**config.mk**
```make
export PLATFORM = sky130hd
export DESIGN_NAME = mem_arbiter_flat
export DESIGN_NICKNAME = d
export VERILOG_FILES = /design/src/rtl/mem_arbiter_if.sv /design/src/rtl/mem_arbiter.sv /design/src/flat_wrapper.sv
export SDC_FILE = /design/constraint.sdc
export NUM_CORES = 1
export LEC_CHECK = 0
export BUFFER_PORTS_ARGS = -buffer_cell sky130_fd_sc_hd__buf_2
export CORE_AREA = 5 5 102 104
export DETAILED_ROUTE_END_ITERATION = 10
export DIE_AREA = 0 0 107 109
export GPL_TIMING_DRIVEN = 0
export PLACE_DENSITY_LB_ADDON = 0.3
export SETUP_SLACK_MARGIN = 0.2
export SLEW_MARGIN = 30
export SYNTH_ARGS = -nofsm -noshare
export SYNTH_HDL_FRONTEND = slang
export SYNTH_SLANG_ARGS = --single-unit
```
**constraint.sdc**
```tcl
create_clock -name clk -period 2.2 [get_ports clk]
set_clock_uncertainty 0.15 [all_clocks]
set_input_delay 0.44 -clock clk [delete_from_list [all_inputs] [get_ports clk]]
set_output_delay 0.44 -clock clk [all_outputs]
set_load 0.02 [all_outputs]
```
**src/rtl/mem_arbiter_if.sv**
```systemverilog
// Fetch/data requester ports plus the single-ported memory bus of the arbiter.
// Requests are level-held until the matching one-cycle ready pulse.
// slave = arbiter view, master = requester/memory view.
interface mem_arbiter_if;
  // instruction fetch port
  logic        if_req;
  logic [31:0] if_addr;
  logic        if_ready;
  logic [31:0] if_rdata;
  logic        if_misalign;
  // data port
  logic        d_req;
  logic        d_we;
  logic [1:0]  d_size;
  logic        d_unsigned;
  logic [31:0] d_addr;
  logic [31:0] d_wdata;
  logic        d_ready;
  logic [31:0] d_rdata;
  logic        d_misalign;
  // memory side
  logic        mem_en;
  logic [31:0] mem_addr;
  logic [3:0]  mem_we;
  logic [31:0] mem_wdata;
  logic [31:0] mem_rdata;

  modport slave (
    input  if_req, if_addr,
    output if_ready, if_rdata, if_misalign,
    input  d_req, d_we, d_size, d_unsigned, d_addr, d_wdata,
    output d_ready, d_rdata, d_misalign,
    output mem_en, mem_addr, mem_we, mem_wdata,
    input  mem_rdata
  );

  modport master (
    output if_req, if_addr,
    input  if_ready, if_rdata, if_misalign,
    output d_req, d_we, d_size, d_unsigned, d_addr, d_wdata,
    input  d_ready, d_rdata, d_misalign,
    input  mem_en, mem_addr, mem_we, mem_wdata,
    output mem_rdata
  );
endinterface

```
**src/rtl/mem_arbiter.sv**
```systemverilog
// Round-robin arbiter sharing one 32-bit memory port between fetch and data requesters.
// Latency: grant drives the memory bus in the request cycle, ready pulses one cycle later.
// Backpressure: requests are held until ready; at most one access per two cycles.
module mem_arbiter (
  input  logic          clk,
  input  logic          rst,
  mem_arbiter_if.slave  bus
);

  typedef enum logic [1:0] {
    IDLE   = 2'd0,
    BUSY_I = 2'd1,
    BUSY_D = 2'd2
  } state_t;

  state_t      r_state;
  state_t      w_state_nxt;
  logic        r_last_d;     // 1 = data port was granted most recently
  logic [1:0]  r_lo;         // byte offset of the granted data access
  logic [1:0]  r_size;
  logic        r_unsigned;
  logic        r_mis;        // granted access was misaligned, no memory cycle made

  logic        w_grant_i;
  logic        w_grant_d;
  logic        w_if_mis;
  logic        w_d_mis;
  logic [3:0]  w_st_we;
  logic [31:0] w_st_wdata;
  logic [7:0]  w_ld_byte;
  logic [15:0] w_ld_half;
  logic [31:0] w_ld_ext;

  // Alignment faults for both requesters; size 11 behaves as a word.
  always_comb begin
    w_if_mis = |bus.if_addr[1:0];
    case (bus.d_size)
      2'b00:   w_d_mis = 1'b0;
      2'b01:   w_d_mis = bus.d_addr[0];
      default: w_d_mis = |bus.d_addr[1:0];
    endcase
  end

  // Store lane enables and lane-replicated write data.
  always_comb begin
    case (bus.d_size)
      2'b00: begin
        w_st_we    = 4'b0001 << bus.d_addr[1:0];
        w_st_wdata = {4{bus.d_wdata[7:0]}};
      end
      2'b01: begin
        w_st_we    = 4'b0011 << {bus.d_addr[1], 1'b0};
        w_st_wdata = {2{bus.d_wdata[15:0]}};
      end
      default: begin
        w_st_we    = 4'b1111;
        w_st_wdata = bus.d_wdata;
      end
    endcase
  end

  // Load lane extraction and sign/zero extension from the registered access info.
  always_comb begin
    w_ld_byte = bus.mem_rdata[{r_lo, 3'b000} +: 8];
    w_ld_half = r_lo[1] ? bus.mem_rdata[31:16] : bus.mem_rdata[15:0];
    case (r_size)
      2'b00:   w_ld_ext = r_unsigned ? {24'd0, w_ld_byte}
                                     : {{24{w_ld_byte[7]}}, w_ld_byte};
      2'b01:   w_ld_ext = r_unsigned ? {16'd0, w_ld_half}
                                     : {{16{w_ld_half[15]}}, w_ld_half};
      default: w_ld_ext = bus.mem_rdata;
    endcase
  end

  // Grant selection: only in IDLE, conflicts go to the port not granted last.
  always_comb begin
    w_grant_i = 1'b0;
    w_grant_d = 1'b0;
    if (!rst && r_state == IDLE) begin
      if (bus.if_req && bus.d_req) begin
        w_grant_i = r_last_d;
        w_grant_d = !r_last_d;
      end else begin
        w_grant_i = bus.if_req;
        w_grant_d = bus.d_req;
      end
    end
  end

  // Next state plus all bus outputs; everything is forced to zero while in reset.
  always_comb begin
    w_state_nxt     = r_state;
    bus.mem_en      = 1'b0;
    bus.mem_addr    = 32'd0;
    bus.mem_we      = 4'd0;
    bus.mem_wdata   = 32'd0;
    bus.if_ready    = 1'b0;
    bus.if_rdata    = 32'd0;
    bus.if_misalign = 1'b0;
    bus.d_ready     = 1'b0;
    bus.d_rdata     = 32'd0;
    bus.d_misalign  = 1'b0;
    case (r_state)
      IDLE: begin
        if (w_grant_i) begin
          w_state_nxt = BUSY_I;
          if (!w_if_mis) begin
            bus.mem_en   = 1'b1;
            bus.mem_addr = {bus.if_addr[31:2], 2'b00};
          end
        end else if (w_grant_d) begin
          w_state_nxt = BUSY_D;
          if (!w_d_mis) begin
            bus.mem_en   = 1'b1;
            bus.mem_addr = {bus.d_addr[31:2], 2'b00};
            if (bus.d_we) begin
              bus.mem_we    = w_st_we;
              bus.mem_wdata = w_st_wdata;
            end
          end
        end
      end
      BUSY_I: begin
        w_state_nxt = IDLE;
        if (!rst) begin
          bus.if_ready    = 1'b1;
          bus.if_misalign = r_mis;
          bus.if_rdata    = r_mis ? 32'd0 : bus.mem_rdata;
        end
      end
      BUSY_D: begin
        w_state_nxt = IDLE;
        if (!rst) begin
          bus.d_ready    = 1'b1;
          bus.d_misalign = r_mis;
          bus.d_rdata    = r_mis ? 32'd0 : w_ld_ext;
        end
      end
      default: w_state_nxt = IDLE;
    endcase
  end

  // State, round-robin history and the access info captured at grant.
  always_ff @(posedge clk) begin
    if (rst) begin
      r_state    <= IDLE;
      r_last_d   <= 1'b1;
      r_lo       <= 2'd0;
      r_size     <= 2'd0;
      r_unsigned <= 1'b0;
      r_mis      <= 1'b0;
    end else begin
      r_state <= w_state_nxt;
      if (w_grant_i) begin
        r_last_d <= 1'b0;
        r_mis    <= w_if_mis;
      end else if (w_grant_d) begin
        r_last_d   <= 1'b1;
        r_mis      <= w_d_mis;
        r_lo       <= bus.d_addr[1:0];
        r_size     <= bus.d_size;
        r_unsigned <= bus.d_unsigned;
      end
    end
  end

endmodule

```
**src/flat_wrapper.sv**
```systemverilog
// flat-port wrapper written by rule: the top's interface ports become plain ports
module mem_arbiter_flat 
  (clk, rst, bus_if_req, bus_if_addr, bus_if_ready, bus_if_rdata, bus_if_misalign, bus_d_req, bus_d_we, bus_d_size, bus_d_unsigned, bus_d_addr, bus_d_wdata, bus_d_ready, bus_d_rdata, bus_d_misalign, bus_mem_en, bus_mem_addr, bus_mem_we, bus_mem_wdata, bus_mem_rdata);
  mem_arbiter_if bus_i ();
  input  logic clk;
  input  logic rst;
  input wire logic [$bits(bus_i.if_req)-1:0] bus_if_req;
  input wire logic [$bits(bus_i.if_addr)-1:0] bus_if_addr;
  output wire logic [$bits(bus_i.if_ready)-1:0] bus_if_ready;
  output wire logic [$bits(bus_i.if_rdata)-1:0] bus_if_rdata;
  output wire logic [$bits(bus_i.if_misalign)-1:0] bus_if_misalign;
  input wire logic [$bits(bus_i.d_req)-1:0] bus_d_req;
  input wire logic [$bits(bus_i.d_we)-1:0] bus_d_we;
  input wire logic [$bits(bus_i.d_size)-1:0] bus_d_size;
  input wire logic [$bits(bus_i.d_unsigned)-1:0] bus_d_unsigned;
  input wire logic [$bits(bus_i.d_addr)-1:0] bus_d_addr;
  input wire logic [$bits(bus_i.d_wdata)-1:0] bus_d_wdata;
  output wire logic [$bits(bus_i.d_ready)-1:0] bus_d_ready;
  output wire logic [$bits(bus_i.d_rdata)-1:0] bus_d_rdata;
  output wire logic [$bits(bus_i.d_misalign)-1:0] bus_d_misalign;
  output wire logic [$bits(bus_i.mem_en)-1:0] bus_mem_en;
  output wire logic [$bits(bus_i.mem_addr)-1:0] bus_mem_addr;
  output wire logic [$bits(bus_i.mem_we)-1:0] bus_mem_we;
  output wire logic [$bits(bus_i.mem_wdata)-1:0] bus_mem_wdata;
  input wire logic [$bits(bus_i.mem_rdata)-1:0] bus_mem_rdata;
  assign bus_i.if_req = bus_if_req;
  assign bus_i.if_addr = bus_if_addr;
  assign bus_if_ready = bus_i.if_ready;
  assign bus_if_rdata = bus_i.if_rdata;
  assign bus_if_misalign = bus_i.if_misalign;
  assign bus_i.d_req = bus_d_req;
  assign bus_i.d_we = bus_d_we;
  assign bus_i.d_size = bus_d_size;
  assign bus_i.d_unsigned = bus_d_unsigned;
  assign bus_i.d_addr = bus_d_addr;
  assign bus_i.d_wdata = bus_d_wdata;
  assign bus_d_ready = bus_i.d_ready;
  assign bus_d_rdata = bus_i.d_rdata;
  assign bus_d_misalign = bus_i.d_misalign;
  assign bus_mem_en = bus_i.mem_en;
  assign bus_mem_addr = bus_i.mem_addr;
  assign bus_mem_we = bus_i.mem_we;
  assign bus_mem_wdata = bus_i.mem_wdata;
  assign bus_i.mem_rdata = bus_mem_rdata;
  mem_arbiter u_core (.clk(clk), .rst(rst), .bus(bus_i));
endmodule
```
==> summary.md, run 1 <==
| Metric | Value |
|---|---|
| Routed Antenna Nets | `0` |
| H-tree Lvls | `1` |
| Synth cell count leaders | `50 x nand2_1, 42 x and2_1, 41 x nor2_1, 30 x a32o_1` |
| Dpl cells | `730` |
| Post-synth EDFFs | `0` |
| Critical Path RT | `roughly 1.6 ns` |
| Syn avg cell area | `around 6.9 um2` |
| GR peak layer | `met2` |
| Largest net degree at the start of global routing | `11` |
| Starting density of the core | `25.26%` |
| TritonCTS buffer count | `3` |
| Top FF cell, synth | `dfxtp_1` |
| Layout Area Growth over Synthesis | `157.2%` |
| CTS tree | `yes` |
| Worst Path Buf+Inv | `3` |
| Fin Setup TNS | `-16.03 ns` |
| Worst skew pair latency | `between 0.2 and 0.25 ns` |
| Worst-margin pin slew | `just over 0.5 ns` |
| RSZ-0062 raised after global routing | `true` |
| Maximum vdd ir drop | `around 0.00014 V` |
| Max Buffers Root-to-Sink | `2` |
| MaxCap Viol Count | `0` |
| Met3 usage | `between 5 and 6%` |
| First-pass GRT wire length | `between 20,000 and 25,000 um` |
| DP HPWL | `~11,000 um` |
| Port Buf Inserts | `approximately 270` |
| Crit-path max FO | `7` |
| FFs w/ async S/R, synth | `0%` |
| Crit Path Category | `reg2out` |
| Synth Area in Simple Gates | `between 30% and 40%` |
| IO Count | `273` |
| Die area | `about 12,000 um2` |
| Wirelength, routed | `14,270 um` |
| Main area contributors after synthesis | `a32o_1 13%, and2_1 11%, mux2i_1 10%` |
| Register area share after synthesis | `7.539%` |
| Post-Syn Instances | `348` |
| Fin crit period | `between 2 and 2.5 ns` |
| CP top delay family | `compound AO/OA/AOI/OAI gates` |
| Synth Area in XOR/XNOR | `less than 1%` |
| Final setup fails | `between 90 and 100` |
| Failing checks | `setup timing` |
| DR pass1 iterations | `4` |
| Final Wtd Congestion | `roughly 0.84` |
| Post-route setup slack | `-0.2495 ns` |
| Cell Rows | `36` |
| Slew Viols, Final | `0` |
| Final hold vios | `0` |
| Total track usage | `22.32%` |
| CORE AREA | `between 9000 and 10,000 um2` |
| Clock Sinks | `9` |
| CP startpoint kind | `register` |
| Synthesized-area fraction occupied by adder cells | `0%` |
| ANT cells | `0` |
| Mapped Area | `~2400 um2` |
| Initial antenna violation count | `1` |
| Number of global-route vias before repair | `about 4,200` |
| Reg clk slew, reported paths | `0.04 ns` |
| Drt via density | `~5.2` |
| Nets | `795` |
| Mux contribution to synthesized area | `a little under a fifth` |
| Area leader, netlist | `a32o_1` |
| Lkg Pwr | `2.939 nW` |
| DRC Markers | `0` |
| Critical path cell sequence | `buf_8, o21a_1, a2111o_2, buf_4, a21oi_4, buf_4` |
| Vias | `~4,000` |
| Cell Pwr Density | `232.1 nW/um2` |
| Grt met2 use | `approximately 45%` |
| CTS Hold Bufs | `0` |
| Max_slew headroom | `65.88%` |
| CP Capture Type | `output port` |
| Hold crit path type | `in2reg` |
| Cell Count, Final, Fillers Out | `772` |
| Global-route met1 utilization | `between 20% and 30%` |
| DIE WIDTH | `~110 um` |
| Compound-Gate Fraction of Synth Area | `28.27%` |
| Most frequent cell after synthesis | `nand2_1` |
| Largest family of logic cells by synthesized area | `simple AND/OR/NAND/NOR gates` |
| DRT iter0 DRCs | `142` |
| CP max stage cell | `a2111o_2` |
| Max stage delay on crit path | `0.47 ns` |
| Fmax | `roughly 410 MHz` |
| Yosys top cell area share | `12.57%` |
| # fillers | `747` |
| Synth Warn # | `0` |
| GRT overflow | `0` |
| Worst EP arrival | `~1.9 ns` |
| Synthesized flop and latch total | `9` |
| Fin crit share | `111.3%` |
| Wire per inst | `approximately 18 um` |
| Post-synth cell types | `42` |
| Status | `finished, violations left` |
| CP dominant cell by count | `buf_4` |
| DIE HEIGHT | `109 um` |
| Share of post-route cells with drive strength above 1 | `roughly 80%` |
| CTS root buf | `clkbuf_8` |
## power by group
group / internal, mW / total, mW / switching [mW]
combinational: 0.514 / 1.05 / 0.533
clock: 0.126 / 0.191 / 0.0644
sequential: 0.174 / 0.189 / 0.0152
total: 0.814 / 1.43 / 0.613
## cell type report
cell class                 instances  area (um2)  share of cell area, %
multi-input combinational        297        2769                  45.04
timing repair buffer             305        2535                  41.24
buffer                            40       451.7                  7.348
sequential                         9       192.7                  3.135
tap                              114       142.6                  2.320
clock buffer                       4       45.04                 0.7327
inverter                           3       11.26                 0.1832
## per-stage QoR
step | util [%] | area [um2] | setup slack (ns) | hold slack (ns) | power [mW]
after global routing | 64.99 | 6147 | -0.2884 | 0.2584 | 1.509
after global placement | 50.16 | 4745 | -0.2696 | 0.3172 | 1.012
final | 64.99 | 6147 | -0.2495 | 0.2555 | 1.427
after detailed placement | 50.16 | 4745 | -0.3107 | 0.3339 | 1.028
after CTS | 61.97 | 5862 | -0.2838 | 0.2524 | 1.373
after floorplan | - | 3266 | -0.005831 | 0.2992 | 0.7479
## sequential cells by signal, summed over array words and instances (netlist names)
register	count
u_core.r_last_d	1
u_core.r_state	2
u_core.r_unsigned	1
u_core.r_lo	2
u_core.r_mis	1
u_core.r_size	2
## routing by layer
metal | part of all wire [%] | vias up
li1 | - | 1868
met1 | 35 | 1896
met2 | 56 | 206
met3 | 7.0 | 18
met4 | 1.3 | 2
met5 | 0.049 | -
## timing repair
item                       in CTS  in global routing
resized for setup             268                 60
buffers inserted               22                  8
cloned                          8                  0
setup endpoints to repair     131                131
pin swaps                      17                  7
## logic make-up after synthesis
logic type             Yosys count
AO/OA/AOI/OAI                   88
XOR/XNOR                         2
multiplexers                    33
AND/OR/NAND/NOR                172
other                            1
buffers and inverters           43
flip-flops                       9
## placed cells by master, fill, tap and decap left out, types with 8 or more instances in the layout
cell type | synthesis | layout
mux4_2 | 7 | 8
buf_12 | 0 | 9
nand2_1 | 50 | 49
a32o_2 | 0 | 30
nor2_1 | 41 | 16
buf_6 | 5 | 136
o22ai_1 | 8 | 8
nand2b_1 | 15 | 15
mux2i_1 | 24 | 17
buf_8 | 0 | 11
and2_4 | 0 | 40
nor2_4 | 0 | 24
buf_4 | 3 | 33
a21oi_4 | 0 | 22
a21oi_1 | 24 | 8
buf_2 | 14 | 144
and3_4 | 0 | 8
## worst paths after layout
path,from,end,slack [ns],cells after the start
worst max register to register,u_core.r_state[1]$_SDFFE_PP0N_,u_core.r_size[0]$_SDFFE_PP0P_,0.56,7
worst max-delay path,u_core.r_lo[1]$_SDFFE_PP0P_,bus_d_rdata[20],-0.25,6
worst min register to register,u_core.r_last_d$_SDFFE_PP1P_,u_core.r_last_d$_SDFFE_PP1P_,0.32,1
worst min-delay path,bus_d_unsigned,u_core.r_unsigned$_SDFFE_PP0P_,0.26,3
## tightest hold or removal path: cells and delay by family
family                 cells  cell delay (ns)
AOI/OAI and AO/OA          1             0.05
buffers and inverters      1             0.08
and+or+nand+nor            1             0.04
No activity file was read; power rests on OpenSTA's default activity.
==> inputs of run 2 (changes only) <==
Clock period 2.2 ns to 2.3 ns, I/O delays scaled along.
==> run 2 against run 1 <==
The run still ends with setup timing left. Worst hold slack better by 0.021 ns. Non-clock buffer count is 4 lower. Combinational power hardly changed. Worst setup slack better by 0.10 ns. Sequential power is 4% lower. Die area stayed put. Register-to-register slack better by 0.10 ns.
==> summary.md, run 2 (synthesis results as in run 1) <==
| Metric | Value |
|---|---|
| H-tree Lvls | `1` |
| Routed Antenna Nets | `0` |
| Failing checks | `setup timing` |
| Die area | `between 10,000 and 15,000 um2` |
| WHS Endpoint | `u_core.r_unsigned$_SDFFE_PP0P_` |
| Share of post-route cells with drive strength above 1 | `between 70% and 80%` |
| CTS root buf | `clkbuf_8` |
| Hold wc startpoint | `bus_d_unsigned` |
| Nets | `approximately 790` |
| CORE AREA | `~9500 um2` |
| Share of power burned in registers | `a little over an eighth` |
| Switching power | `0.5962 mW` |
| Largest net degree at the start of global routing | `11` |
| Status | `finished, violations left` |
| DIE HEIGHT | `~110 um` |
| Largest registers | `u_core.r_lo x2, u_core.r_size x2, u_core.r_state x2` |
| CP Capture Type | `output port` |
| Slew Viols, Final | `0` |
| Hold crit path type | `in2reg` |
| Reg clk slew, reported paths | `approximately 0.04 ns` |
| Clock Sinks | `9` |
| Fin crit share | `106.4%` |
| DP HPWL | `10,750 um` |
| Crit-path max FO | `10` |
| MaxCap Viol Count | `0` |
| Port Buf Inserts | `~270` |
| Reg-to-Reg Start | `u_core.r_state[1]$_SDFFE_PP0N_` |
| Most common cell after layout, fill and taps aside | `buf_6` |
| RSZ-0062 raised after global routing | `true` |
| Total track usage | `a little under a quarter` |
| Maximum vdd ir drop | `0.0002547 V` |
| Number of global-route vias before repair | `4,298` |
| First-pass GRT wire length | `approximately 22,000 um` |
| Fin crit period | `~2.4 ns` |
| Gate power share | `between 70 and 80%` |
| DIE WIDTH | `between 100 and 150 um` |
| Worst skew pair latency | `0.23 ns` |
| Cell Rows | `36` |
| DRC Markers | `0` |
| CP startpoint kind | `register` |
| CTS tree | `yes` |
| Worst EP arrival | `about 1.8 ns` |
| Layout Area Growth over Synthesis | `158.2%` |
| IO Count | `between 200 and 300` |
| DR pass1 iterations | `4` |
| Final setup fails | `107` |
| Max Buffers Root-to-Sink | `2` |
| R2R Setup Slk | `~0.66 ns` |
| Final hold vios | `0` |
| Lkg Pwr | `about 2.9 nW` |
| Vias | `about 4,000` |
| Worst-case reg-to-reg path depth | `7` |
| DRT iter0 DRCs | `around 170` |
| Hold Crit Depth | `3` |
| Wirelength, routed | `~15,000 um` |
| ANT cells | `0` |
| TritonCTS buffer count | `3` |
| Post-route setup slack | `-0.1462 ns` |
| Dpl cells | `between 700 and 800` |
| GRT overflow | `0` |
| Critical Path RT | `1.69 ns` |
| Clock power share | `roughly an eighth` |
| Fmax | `408.8 MHz` |
| Drt via density | `5.253` |
| Starting density of the core | `between 20 and 30%` |
| Final Wtd Congestion | `just under 0.9` |
| Most frequent cells in the layout | `150 x buf_6, 140 x buf_2, 48 x nand2_1` |
| Critical R2R Capture | `u_core.r_size[0]$_SDFFE_PP0P_` |
| Switching share of power | `43.03%` |
| P_int | `0.7893 mW` |
| Wire per inst | `19.28 um` |
| Final Power | `approximately 1.4 mW` |
| Cell Pwr Density | `224.6 nW/um2` |
| Crit Path Category | `reg2out` |
| Cell Count, Final, Fillers Out | `768` |
| Initial antenna violation count | `0` |
## run 2: area by class of cell
cell class / instances / area (um2)
Timing Repair Buffer: 302 / 2561
Multi-Input combinational cell: 297 / 2769
Inverter: 3 / 13.76
Clock buffer: 4 / 45.04
Buffer: 39 / 449.2
Tap cell: 114 / 142.6
Sequential cell: 9 / 188.9
Fill cell: 765 / 3289
## run 2: critical path, stage by stage, from the launching register on
cell and delay [ns]:
dfxtp_4 0.35, buf_8 0.13, o21a_1 0.17, a2111o_2 0.47, buf_12 0.19, a21oi_4 0.14, buf_6 0.13
## run 2: worst max path at each step
stage | end | startpoint | slack [ns]
2_1_floorplan | bus_d_rdata[28] | bus_mem_rdata[15] | 0.08
3_3_place_gp | bus_mem_wdata[16] | bus_d_size[1] | -0.23
3_5_place_dp | bus_mem_wdata[21] | bus_d_size[1] | -0.22
4_1_cts | bus_d_rdata[17] | u_core.r_lo[1]$_SDFFE_PP0P_ | -0.18
5_1_grt | bus_mem_wdata[12] | u_core.r_state[1]$_SDFFE_PP0N_ | -0.21
6_report | bus_d_rdata[29] | u_core.r_lo[1]$_SDFFE_PP0P_ | -0.15
## run 2: power by group through the flow
stage / Sequential [mW] / Combinational, mW / Clock (mW)
after detailed placement: 0.183 / 0.774 / 0
after CTS: 0.181 / 0.960 / 0.191
final: 0.181 / 1.02 / 0.183
after global placement: 0.183 / 0.758 / 0
after floorplan: 0.180 / 0.510 / 0
after global routing: 0.182 / 1.08 / 0.201
## run 2: repair_timing
action                                 4_1_cts  5_1_grt
setup buffers                               20        7
resized for setup                          325       72
setup endpoints to repair                  129      131
endpoints found under the hold margin        0        0
cloned                                       8        0
hold buffers                                 0        0
pin swaps                                   51       22
## run 2: metrics by stage
step | utilization (%) | setup slack, ns | TNS (ns) | instance area [um2] | hold slack (ns)
5_1_grt | 65.22 | -0.2071 | -12.69 | 6170 | 0.2886
2_1_floorplan | - | 0.08022 | 0 | 3147 | 0.2992
3_3_place_gp | 48.90 | -0.2312 | -9.808 | 4626 | 0.3143
4_1_cts | 62.33 | -0.1784 | -7.449 | 5896 | 0.2728
3_5_place_dp | 48.90 | -0.2248 | -11.17 | 4626 | 0.3271
6_report | 65.22 | -0.1462 | -5.411 | 6170 | 0.2762
## run 2: metal layers
layer / GRT usage, % / vias to the layer above / part of all wire [%]
li1: - / 1861 / -
met1: 25.78 / 1926 / 35
met2: 44.87 / 209 / 54
met3: 5.625 / 38 / 7.4
met4: 6.301 / 0 / 3.0
met5: 0 / - / 0
==> inputs of run 3 (changes only) <==
Clock period 2.3 ns to 2.7 ns, I/O delays scaled along.
==> run 3 against run 2 <==
The flow now finishes without violations. Cell count shrank 3.0%. Worst setup slack gained 0.29 ns. Count of clock-buffer cells in the layout is the same. Clock power shrank 14%. Non-clock buffer count shrank 23. Utilization shrank 16 points. Register-to-register slack gained 0.47 ns. Combinational power shrank 35%. Wire length shrank 11%. Sequential share of layout area grew 0.96 points. Critical path type unchanged. Critical endpoint is now bus_d_rdata[25].
==> summary.md, run 3 (synthesis results as in run 1) <==
| Metric | Value |
|---|---|
| Cell Count, Final, Fillers Out | `~750` |
| Max_slew headroom | `65.34%` |
| ANT cells | `0` |
| Final Power | `0.9785 mW` |
| Critical R2R Capture | `u_core.r_mis$_SDFFE_PP0P_` |
| Hold crit path type | `reg2reg` |
| CTS Hold Bufs | `0` |
| Area of the multi-input gates | `approximately 2200 um2` |
| Final hold vios | `0` |
| Status | `complete, no violations` |
| Cell Rows | `36` |
| Final Core Density | `between 40% and 50%` |
| DIE WIDTH | `about 110 um` |
| Final setup fails | `0` |
| Fmax | `~390 MHz` |
| First-pass GRT wire length | `a little under 20,000 um` |
| Number of global-route vias before repair | `between 3,000 and 4,000` |
| DP HPWL | `10,700 um` |
| Largest net degree at the start of global routing | `11` |
| Port Buf Inserts | `around 270` |
| Routed Antenna Nets | `0` |
| Largest registers | `u_core.r_lo x2, u_core.r_size x2, u_core.r_state x2` |
| Switching power | `around 0.42 mW` |
| CP Capture Point | `bus_d_rdata[25]` |
| Fin crit period | `roughly 2.6 ns` |
| Die area | `around 12,000 um2` |
| Final hold slack | `between 0.3 and 0.4 ns` |
| DIE HEIGHT | `around 110 um` |
| P_int | `0.5622 mW` |
| Clock Sinks | `9` |
| Share of post-route cells with drive strength above 1 | `62.28%` |
| MaxCap Viol Count | `0` |
| Layout Area Growth over Synthesis | `93.72%` |
| Vias | `3,789` |
| DRT iter0 DRCs | `approximately 170` |
| Reg-to-Reg Start | `u_core.r_state[0]$_SDFFE_PP0P_` |
| Nets | `roughly 770` |
| Wirelength, routed | `between 10,000 and 15,000 um` |
| Initial antenna violation count | `1` |
| Crit-path max FO | `7` |
| DR pass1 iterations | `4` |
| Reg clk slew, reported paths | `roughly 0.050 ns` |
| Share of power burned in registers | `between 15 and 20%` |
| Final Wtd Congestion | `roughly 0.83` |
| Worst-case reg-to-reg path depth | `6` |
| # fillers | `about 940` |
| Cell Pwr Density | `between 200 and 250 nW/um2` |
| DRC Markers | `0` |
| GRT overflow | `0` |
| CP startpoint kind | `register` |
| Most frequent cells in the layout | `219 x buf_2, 59 x buf_6, 50 x nand2_1` |
| H-tree Lvls | `1` |
| Gate power share | `between 60% and 70%` |
| CORE AREA | `roughly 9500 um2` |
| Clock power share | `approximately 16%` |
| Crit Path Category | `reg2out` |
| Critical Path RT | `~2 ns` |
| Reg area | `between 150 and 200 um2` |
| IO Count | `around 270` |
| Drt via density | `5.086` |
| Worst-margin pin slew | `0.5200 ns` |
| Slew Viols, Final | `0` |
| Maximum vdd ir drop | `approximately 0.00011 V` |
| Total track usage | `between 20 and 25%` |
| Max Buffers Root-to-Sink | `2` |
| TritonCTS buffer count | `3` |
| Starting density of the core | `~25%` |
| CP startpoint | `u_core.r_lo[1]$_SDFFE_PP0P_` |
| CTS tree | `yes` |
| R2R Setup Slk | `between 1 and 1.5 ns` |
| RSZ-0062 raised after global routing | `true` |
| Wire per inst | `about 18 um` |
| Lkg Pwr | `roughly 2.5 nW` |
| CTS root buf | `clkbuf_8` |
| Switching share of power | `42.54%` |
| Dpl cells | `730` |
| Worst skew pair latency | `between 0.2 and 0.25 ns` |
| CP Capture Type | `output port` |
| Fin crit share | `94.57%` |
| Most common cell after layout, fill and taps aside | `buf_2` |
| Worst EP arrival | `roughly 1.9 ns` |
## run 3: cell count changes in the layout (fill, tap and decap cells not counted), moves of 21 or more
cell    change
buf_6      -91
buf_2      +79
and2_1     +40
and2_4     -40
nor2_4     -23
nor2_1     +21
## run 3: layout make-up
cell class | instances | share of cell area (%)
well taps | 114 | 3.081
plain buffers | 40 | 6.649
inverters | 3 | 0.2432
repair buffers | 278 | 37.95
multi-input cells | 297 | 47.08
clock buffers | 4 | 0.9730
flip-flops and latches | 9 | 4.027
## run 3: repair_timing
action,CTS,global route
endpoints found under the hold margin,0,0
resized for setup,127,88
endpoints found under the setup margin,125,128
setup buffers,6,1
gates cloned,4,0
pin swaps,20,20
## run 3: through the flow
| stage | setup TNS [ns] | setup slack, ns | cell area [um2] |
|---|---|---|---|
| global placement | -1.047 | -0.07124 | 3918 |
| finish | 0 | 0.1467 | 4629 |
| global route | 0 | 0.08507 | 4629 |
| CTS | 0 | 0.1153 | 4399 |
| detailed placement | -2.051 | -0.08764 | 3918 |
| floorplan | 0 | 0.08102 | 2439 |
## run 3: worst min path at each step
| stage | start | endpoint | slack (ns) | cells past startpoint |
|---|---|---|---|---|
| finish | u_core.r_last_d$_SDFFE_PP1P_ | u_core.r_last_d$_SDFFE_PP1P_ | 0.35 | 1 |
| global route | u_core.r_last_d$_SDFFE_PP1P_ | u_core.r_last_d$_SDFFE_PP1P_ | 0.38 | 1 |
| CTS | u_core.r_last_d$_SDFFE_PP1P_ | u_core.r_last_d$_SDFFE_PP1P_ | 0.34 | 1 |
| detailed placement | u_core.r_last_d$_SDFFE_PP1P_ | u_core.r_last_d$_SDFFE_PP1P_ | 0.33 | 1 |
| global placement | u_core.r_last_d$_SDFFE_PP1P_ | u_core.r_last_d$_SDFFE_PP1P_ | 0.31 | 1 |
| floorplan | u_core.r_last_d$_SDFFE_PP1P_ | u_core.r_last_d$_SDFFE_PP1P_ | 0.30 | 1 |
## run 3: worst max-delay path, cell delays in order, from the launching register on
cell and delay, ns:
dfxtp_4 0.35, buf_6 0.12, o21a_1 0.18, a2111o_1 0.50, buf_6 0.20, a21oi_2 0.12
buf_4 0.15
## run 3: metal layers
layer  up-vias  track usage (%)  part of all wire (%)
met4         2            6.941                   3.1
met5         -                0                  0.15
met3        32            6.098                   8.5
met2       198            38.71                    53
li1       1814                -                     -
met1      1743            22.34                    35
## run 3: power by group through the flow
stage / logic [mW] / clock network, mW / registers (mW)
2_1_floorplan: 0.331 / 0 / 0.151
3_3_place_gp: 0.546 / 0 / 0.153
3_5_place_dp: 0.556 / 0 / 0.154
4_1_cts: 0.637 / 0.166 / 0.153
5_1_grt: 0.718 / 0.174 / 0.155
6_report: 0.667 / 0.158 / 0.154
